--- config.mk ---
export PLATFORM = sky130hd
export DESIGN_NAME = spi_ram_ctrl
export DESIGN_NICKNAME = d
export VERILOG_FILES = /design/src/rtl/spi_ram_ctrl.sv
export SDC_FILE = /design/constraint.sdc
export NUM_CORES = 2
export LEC_CHECK = 0
export CAP_MARGIN = 20
export CORE_MARGIN = 2
export CORE_UTILIZATION = 46
export CTS_CLUSTER_DIAMETER = 150
export DETAILED_ROUTE_END_ITERATION = 12
export PLACE_DENSITY_LB_ADDON = 0.08
export SETUP_SLACK_MARGIN = 0.1
export SLEW_MARGIN = 20
export SYNTH_ARGS = -nofsm -noshare
export SYNTH_HDL_FRONTEND = slang
export SYNTH_SLANG_ARGS = --single-unit
--- constraint.sdc ---
create_clock -name clk -period 5.23 [get_ports clk]
set_input_delay 1.046 -clock clk [delete_from_list [all_inputs] [get_ports clk]]
set_output_delay 1.046 -clock clk [all_outputs]
set_load 0.02 [all_outputs]
--- src/rtl/spi_ram_ctrl.sv ---
// -----------------------------------------------------------------------------
// spi_ram_ctrl
//   Command-decoding byte memory that sits behind an SPI slave. Each 10-bit
//   word from the slave carries a 2-bit command in [9:8] and a byte payload in
//   [7:0]:
//     00 : load write address        01 : write payload to mem[wr_addr]
//     10 : load read address         11 : read mem[rd_addr] onto tx_data
//   Data commands issued before their address has ever been loaded are
//   dropped and raise the sticky err flag.
//
// Handshake:
//   rx_valid is a level from the slave with no ready/backpressure. A command
//   is accepted only on the first cycle rx_valid is seen high (rx_valid rising
//   edge), so a level held for many cycles acts once. rx_data is sampled in
//   that accept cycle only. tx_valid is a level with no ready: it rises one
//   cycle after an accepted, successful read and holds until the next
//   accepted command of any type.
//
// Optional build macro:
//   SPI_RAM_ADDR_AUTO_INC_EN - successful data commands post-increment their
//   address register (wrapping MEM_DEPTH-1 -> 0).
//
// Ports:
//   clk      in   1   rising-edge system clock
//   rst_n    in   1   asynchronous active-low reset
//   rx_data  in  10   [9:8] cmd, [7:0] payload
//   rx_valid in   1   rx_data valid (level)
//   tx_data  out  8   read data for the slave
//   tx_valid out  1   tx_data valid for shifting out
//   err      out  1   sticky protocol-error flag
// -----------------------------------------------------------------------------
module spi_ram_ctrl #(
  parameter int ADDR_SIZE = 8,
  parameter int MEM_DEPTH = 256
) (
  input  logic       clk,
  input  logic       rst_n,
  input  logic [9:0] rx_data,
  input  logic       rx_valid,
  output logic [7:0] tx_data,
  output logic       tx_valid,
  output logic       err
);

  localparam logic [1:0] CMD_WR_ADDR = 2'b00;
  localparam logic [1:0] CMD_WR_DATA = 2'b01;
  localparam logic [1:0] CMD_RD_ADDR = 2'b10;
  localparam logic [1:0] CMD_RD_DATA = 2'b11;

  logic [7:0]           r_mem [MEM_DEPTH];
  logic                 r_rx_valid_d;
  logic [ADDR_SIZE-1:0] r_wr_addr;
  logic [ADDR_SIZE-1:0] r_rd_addr;
  logic                 r_wa_ok;
  logic                 r_ra_ok;
  logic [7:0]           r_tx_data;
  logic                 r_tx_valid;
  logic                 r_err;

  logic                 w_accept;
  logic [1:0]           w_cmd;
  logic [7:0]           w_payload;
  logic                 w_wr_go;

  assign w_accept  = rx_valid & ~r_rx_valid_d;
  assign w_cmd     = rx_data[9:8];
  assign w_payload = rx_data[7:0];
  assign w_wr_go   = w_accept && (w_cmd == CMD_WR_DATA) && r_wa_ok;

  // Storage is deliberately outside the reset domain: contents survive reset.
  always_ff @(posedge clk) begin
    if (w_wr_go) begin
      r_mem[r_wr_addr] <= w_payload;
    end
  end

  always_ff @(posedge clk or negedge rst_n) begin
    if (!rst_n) begin
      r_rx_valid_d <= 1'b0;
      r_wr_addr    <= '0;
      r_rd_addr    <= '0;
      r_wa_ok      <= 1'b0;
      r_ra_ok      <= 1'b0;
      r_tx_data    <= 8'h00;
      r_tx_valid   <= 1'b0;
      r_err        <= 1'b0;
    end else begin
      r_rx_valid_d <= rx_valid;
      if (w_accept) begin
        // Any accepted command retires the previous read result; a successful
        // read below re-asserts it on the same edge.
        r_tx_valid <= 1'b0;
        case (w_cmd)
          CMD_WR_ADDR: begin
            r_wr_addr <= w_payload[ADDR_SIZE-1:0];
            r_wa_ok   <= 1'b1;
          end
          CMD_WR_DATA: begin
            if (r_wa_ok) begin
`ifdef SPI_RAM_ADDR_AUTO_INC_EN
              r_wr_addr <= r_wr_addr + ADDR_SIZE'(1);
`endif
            end else begin
              r_err <= 1'b1;
            end
          end
          CMD_RD_ADDR: begin
            r_rd_addr <= w_payload[ADDR_SIZE-1:0];
            r_ra_ok   <= 1'b1;
          end
          CMD_RD_DATA: begin
            if (r_ra_ok) begin
              r_tx_data  <= r_mem[r_rd_addr];
              r_tx_valid <= 1'b1;
`ifdef SPI_RAM_ADDR_AUTO_INC_EN
              // tx_data above uses the pre-increment address.
              r_rd_addr  <= r_rd_addr + ADDR_SIZE'(1);
`endif
            end else begin
              r_err <= 1'b1;
            end
          end
          default: begin
          end
        endcase
      end
    end
  end

  assign tx_data  = r_tx_data;
  assign tx_valid = r_tx_valid;
  assign err      = r_err;

endmodule

==> summary.md <==
| Metric | Value |
|---|---|
| Status | completed |
| Fin Setup TNS | 0 ns |
| Vias in the first global route | about 42000 |
| Required time reported for the critical path endpoint | 5.93 ns |
| Post-Syn Nets | a little over 4000 |
| Largest stage delay, worst path | about 1.0 ns |
| Maximum operating frequency | between 0.2 and 0.25 GHz |
| Row count | 154 |
| Initial core utilization | about 46% |
| Chain of cells forming the critical path | buf_4 -> mux4_2 -> nand2_1 -> a21oi_1 -> a2111oi_0 -> buf_4 -> a221oi_1 -> buf_4 -> o2111ai_1 -> o311ai_1 |
| Post-synthesis cell count | 4085 |
| Leakage dissipation | ~30 nW |
| Final Cell Area | 91760 µm² |
| CP Data Arrival Time | between 4 and 5 ns |
| DRT antenna net count | 0 |
| Total Routed Length | around 230000 µm |
| Synth warn | 0 |
| Number of vias per cell after detailed routing | between 6 and 7 |
| Register bit total from synthesis | 2077 |
| DRC errors left | 0 |
| Clock tree from TritonCTS | yes |
| Vias | about 42000 |
| Mapped Avg Cell Area | about 20 µm² |
| Met3 routing resource usage after global routing | between 4 and 5% |
| Number of gates resized after cts | 0 |
| IR drop worst, VDD | 0.3509 mV |
| Startpoint class of the critical path | register |
| Non-filler instance count after layout | approximately 7000 |
| Total clock buffers created by CTS | roughly 210 |
| Met2 usage in global routing | between 40 and 50% |
| Worst Path Max Fanout | 50 |
| GR Util met1 | a little under two fifths |
| Layout overhead on the synthesized area | 12.80% |
| Hold_buf cts | 0 |
| Number of sinks on the clock net | roughly 2100 |
| Most heavily used metal layer in global routing | met2 |
| Worst-skew pair later-pin latency | 0.86 ns |
| Core Util, Final | a little over half |
| Worst min path class | input pin to async pin |
| Critical path's most frequent cell | buf_4 |
| Number of detailed-routing iterations run before antenna repair | 6 |
| Initial antenna violation count | 9 |
| Slew at the pin closest to its max-slew limit | roughly 1.2 ns |
| Largest clock skew in the final design | ~0.035 ns |
| Number of enable-type register cells in the synthesized netlist | between 2000 and 2500 |
| Final weighted congestion in routability-driven placement | 0.8293 |
| Category of cells accounting for the largest share of critical-path delay | compound AO/OA/AOI/OAI gates |
| Residual overflow from global routing | 0 |
| Ranking of synthesized cells by instance count | 2048 x edfxtp_1, 393 x mux2i_1, 296 x nor2_1 |
| Sequential fraction of the synthesis area | 76.50% |
| Layout filler cell count | around 14000 |
| Die Outline Area | 180200 µm² |
| Largest net degree at the start of global routing | 122 |
| Tightest slew margin relative to the limit | about a fifth |
| Count of buffer and inverter cells on the critical path | 3 |
| Horizontal die dimension | roughly 420 µm |
| Most common flop cell mapped by yosys | edfxtp_1 |
| Setup repair bufs after CTS | 0 |
| FFs w/ async S/R, synth | under 10% |
| Worst Path Class, Setup | register to register |
| Tcrit/Tclk final | 79.18% |
| CTS root buffer | clkbuf_16 |
| Final setup violation count | 0 |
| Slowest-stage cell, CP | dfrtp_4 |
| Yosys cell types | 66 |
| Top Ports | 23 |
| Most instantiated library cell after synthesis | edfxtp_1 |
| Setup repair after global routing missed its margin | false |
| Max-capacitance violation count | 0 |
| Input/output buffers | 22 |
| GRT Overall Usage | between 20% and 30% |
| Cell type with the largest total area after synthesis | edfxtp_1 |
| Placed cell count | 6441 |
| Kind of end point of the critical path | register |
| Clock Path Buffers | 3 |
| Proportion of netlist area held by the largest area contributor | ~76% |
| DR iter-0 viols | 4817 |
| Wire length of the first global-routing pass | around 330000 µm |
| Cell area after technology mapping | around 80000 µm² |
| Die height | ~420 µm |
| DPL Wire Length | between 100000 and 150000 µm |
| Net count of the finished layout | between 4000 and 5000 |
| Minimum clock period after layout | about 4.1 ns |
| Top post-synthesis cells by area | edfxtp_1 76%, mux4_2 7.7%, mux2i_1 4.8% |
| Final Slew Violations | 0 |
| Fraction of layout instances using a drive strength above 1 | between 10% and 20% |
| Placement Cell Area | about 85000 µm² |
| Final count of hold timing violations | 0 |
| Core area | ~180000 µm² |
| Clock slew at the register clock pins of the worst setup and hold paths | roughly 0.06 ns |
| Power density over cell area | roughly 430 nW/µm² |
| Deepest level of the CTS H-tree | 4 |
| Wire per inst | approximately 34 µm |
-- placed cells by master, fill, tap and decap left out, types with 34 or more instances in the layout --
master | synthesis | layout
clkinv_2 | 0 | 48
a211oi_1 | 52 | 52
o22ai_1 | 123 | 123
edfxtp_1 | 2048 | 2048
clkbuf_16 | 0 | 215
nand2_1 | 129 | 127
mux4_2 | 277 | 277
clkbuf_1 | 101 | 48
o21ai_0 | 61 | 61
nor2_1 | 296 | 291
buf_4 | 16 | 207
mux2i_1 | 393 | 393
clkinv_1 | 0 | 50
a21oi_1 | 57 | 57
o221ai_1 | 51 | 51
mux4_1 | 49 | 49
nand3_1 | 36 | 34
-- registers in the layout, indices dropped and copies added, names as in the netlist --
name	cells
r_rx_valid_d	1
r_mem	2048
tx_data	8
err	1
r_wa_ok	1
r_wr_addr	8
r_ra_ok	1
r_rd_addr	8
tx_valid	1
-- layer usage --
layer	wire length, µm	part of all wire [%]
met1	101400	43
met2	109500	47
met3	15220	6.5
met4	7299	3.1
met5	0	0
-- cells by family (layout without fill, tap and decap cells) --
logic type / Yosys count / after routing / share of synthesized area, %
DFF: 2077 / 2077 / 76.50
muxes: 735 / 735 / 14.31
and+or+nand+nor: 549 / 549 / 2.876
AOI/OAI and AO/OA: 479 / 479 / 4.104
buffers and inverters: 245 / 660 / 2.215
other: 0 / 3 / 0
-- power by group --
group | internal, mW | switching [mW]
clock | 8.39 | 6.42
sequential | 18.4 | 0.257
combinational | 2.14 | 3.75
-- final cells by class --
| cell class | instances | area (µm²) | share of cell area [%] |
|---|---|---|---|
| Tap cell | 2340 | 2928 | 3.191 |
| Antenna cell | 3 | 7.507 | 0.008181 |
| Clock buffer | 270 | 5657 | 6.165 |
| Sequential cell | 2077 | 62240 | 67.83 |
| Clock inverter | 129 | 1121 | 1.222 |
| Inverter | 3 | 15.01 | 0.01636 |
| Timing Repair Buffer | 258 | 2387 | 2.602 |
| Multi-Input combinational cell | 1763 | 17400 | 18.97 |
-- final timing paths --
path                         startpoint           end  slack [ns]  cells past startpoint
max in group asynchronous         rst_n  r_rd_addr[0]        4.30                      1
min                               rst_n  r_rx_valid_d        0.28                      1
min reg2reg                         err           err        0.48                      1
min in group clk                    err           err        0.48                      1
max                        r_rd_addr[1]    tx_data[0]        1.09                     10
max reg2reg                r_rd_addr[1]    tx_data[0]        1.09                     10
-- per-stage QoR --
step | worst slack, ns | power (mW) | hold WS, ns
finish | 1.089 | 39.31 | 0.2838
CTS | 0.9760 | 39.57 | 0.2534
global placement | 0.8179 | 24.85 | 0.4609
floorplan | 2.168 | 22.39 | 0.4407
detailed placement | 0.7107 | 24.86 | 0.4670
global route | 0.9146 | 40.39 | 0.2992
(Power assumes the default switching activity.)
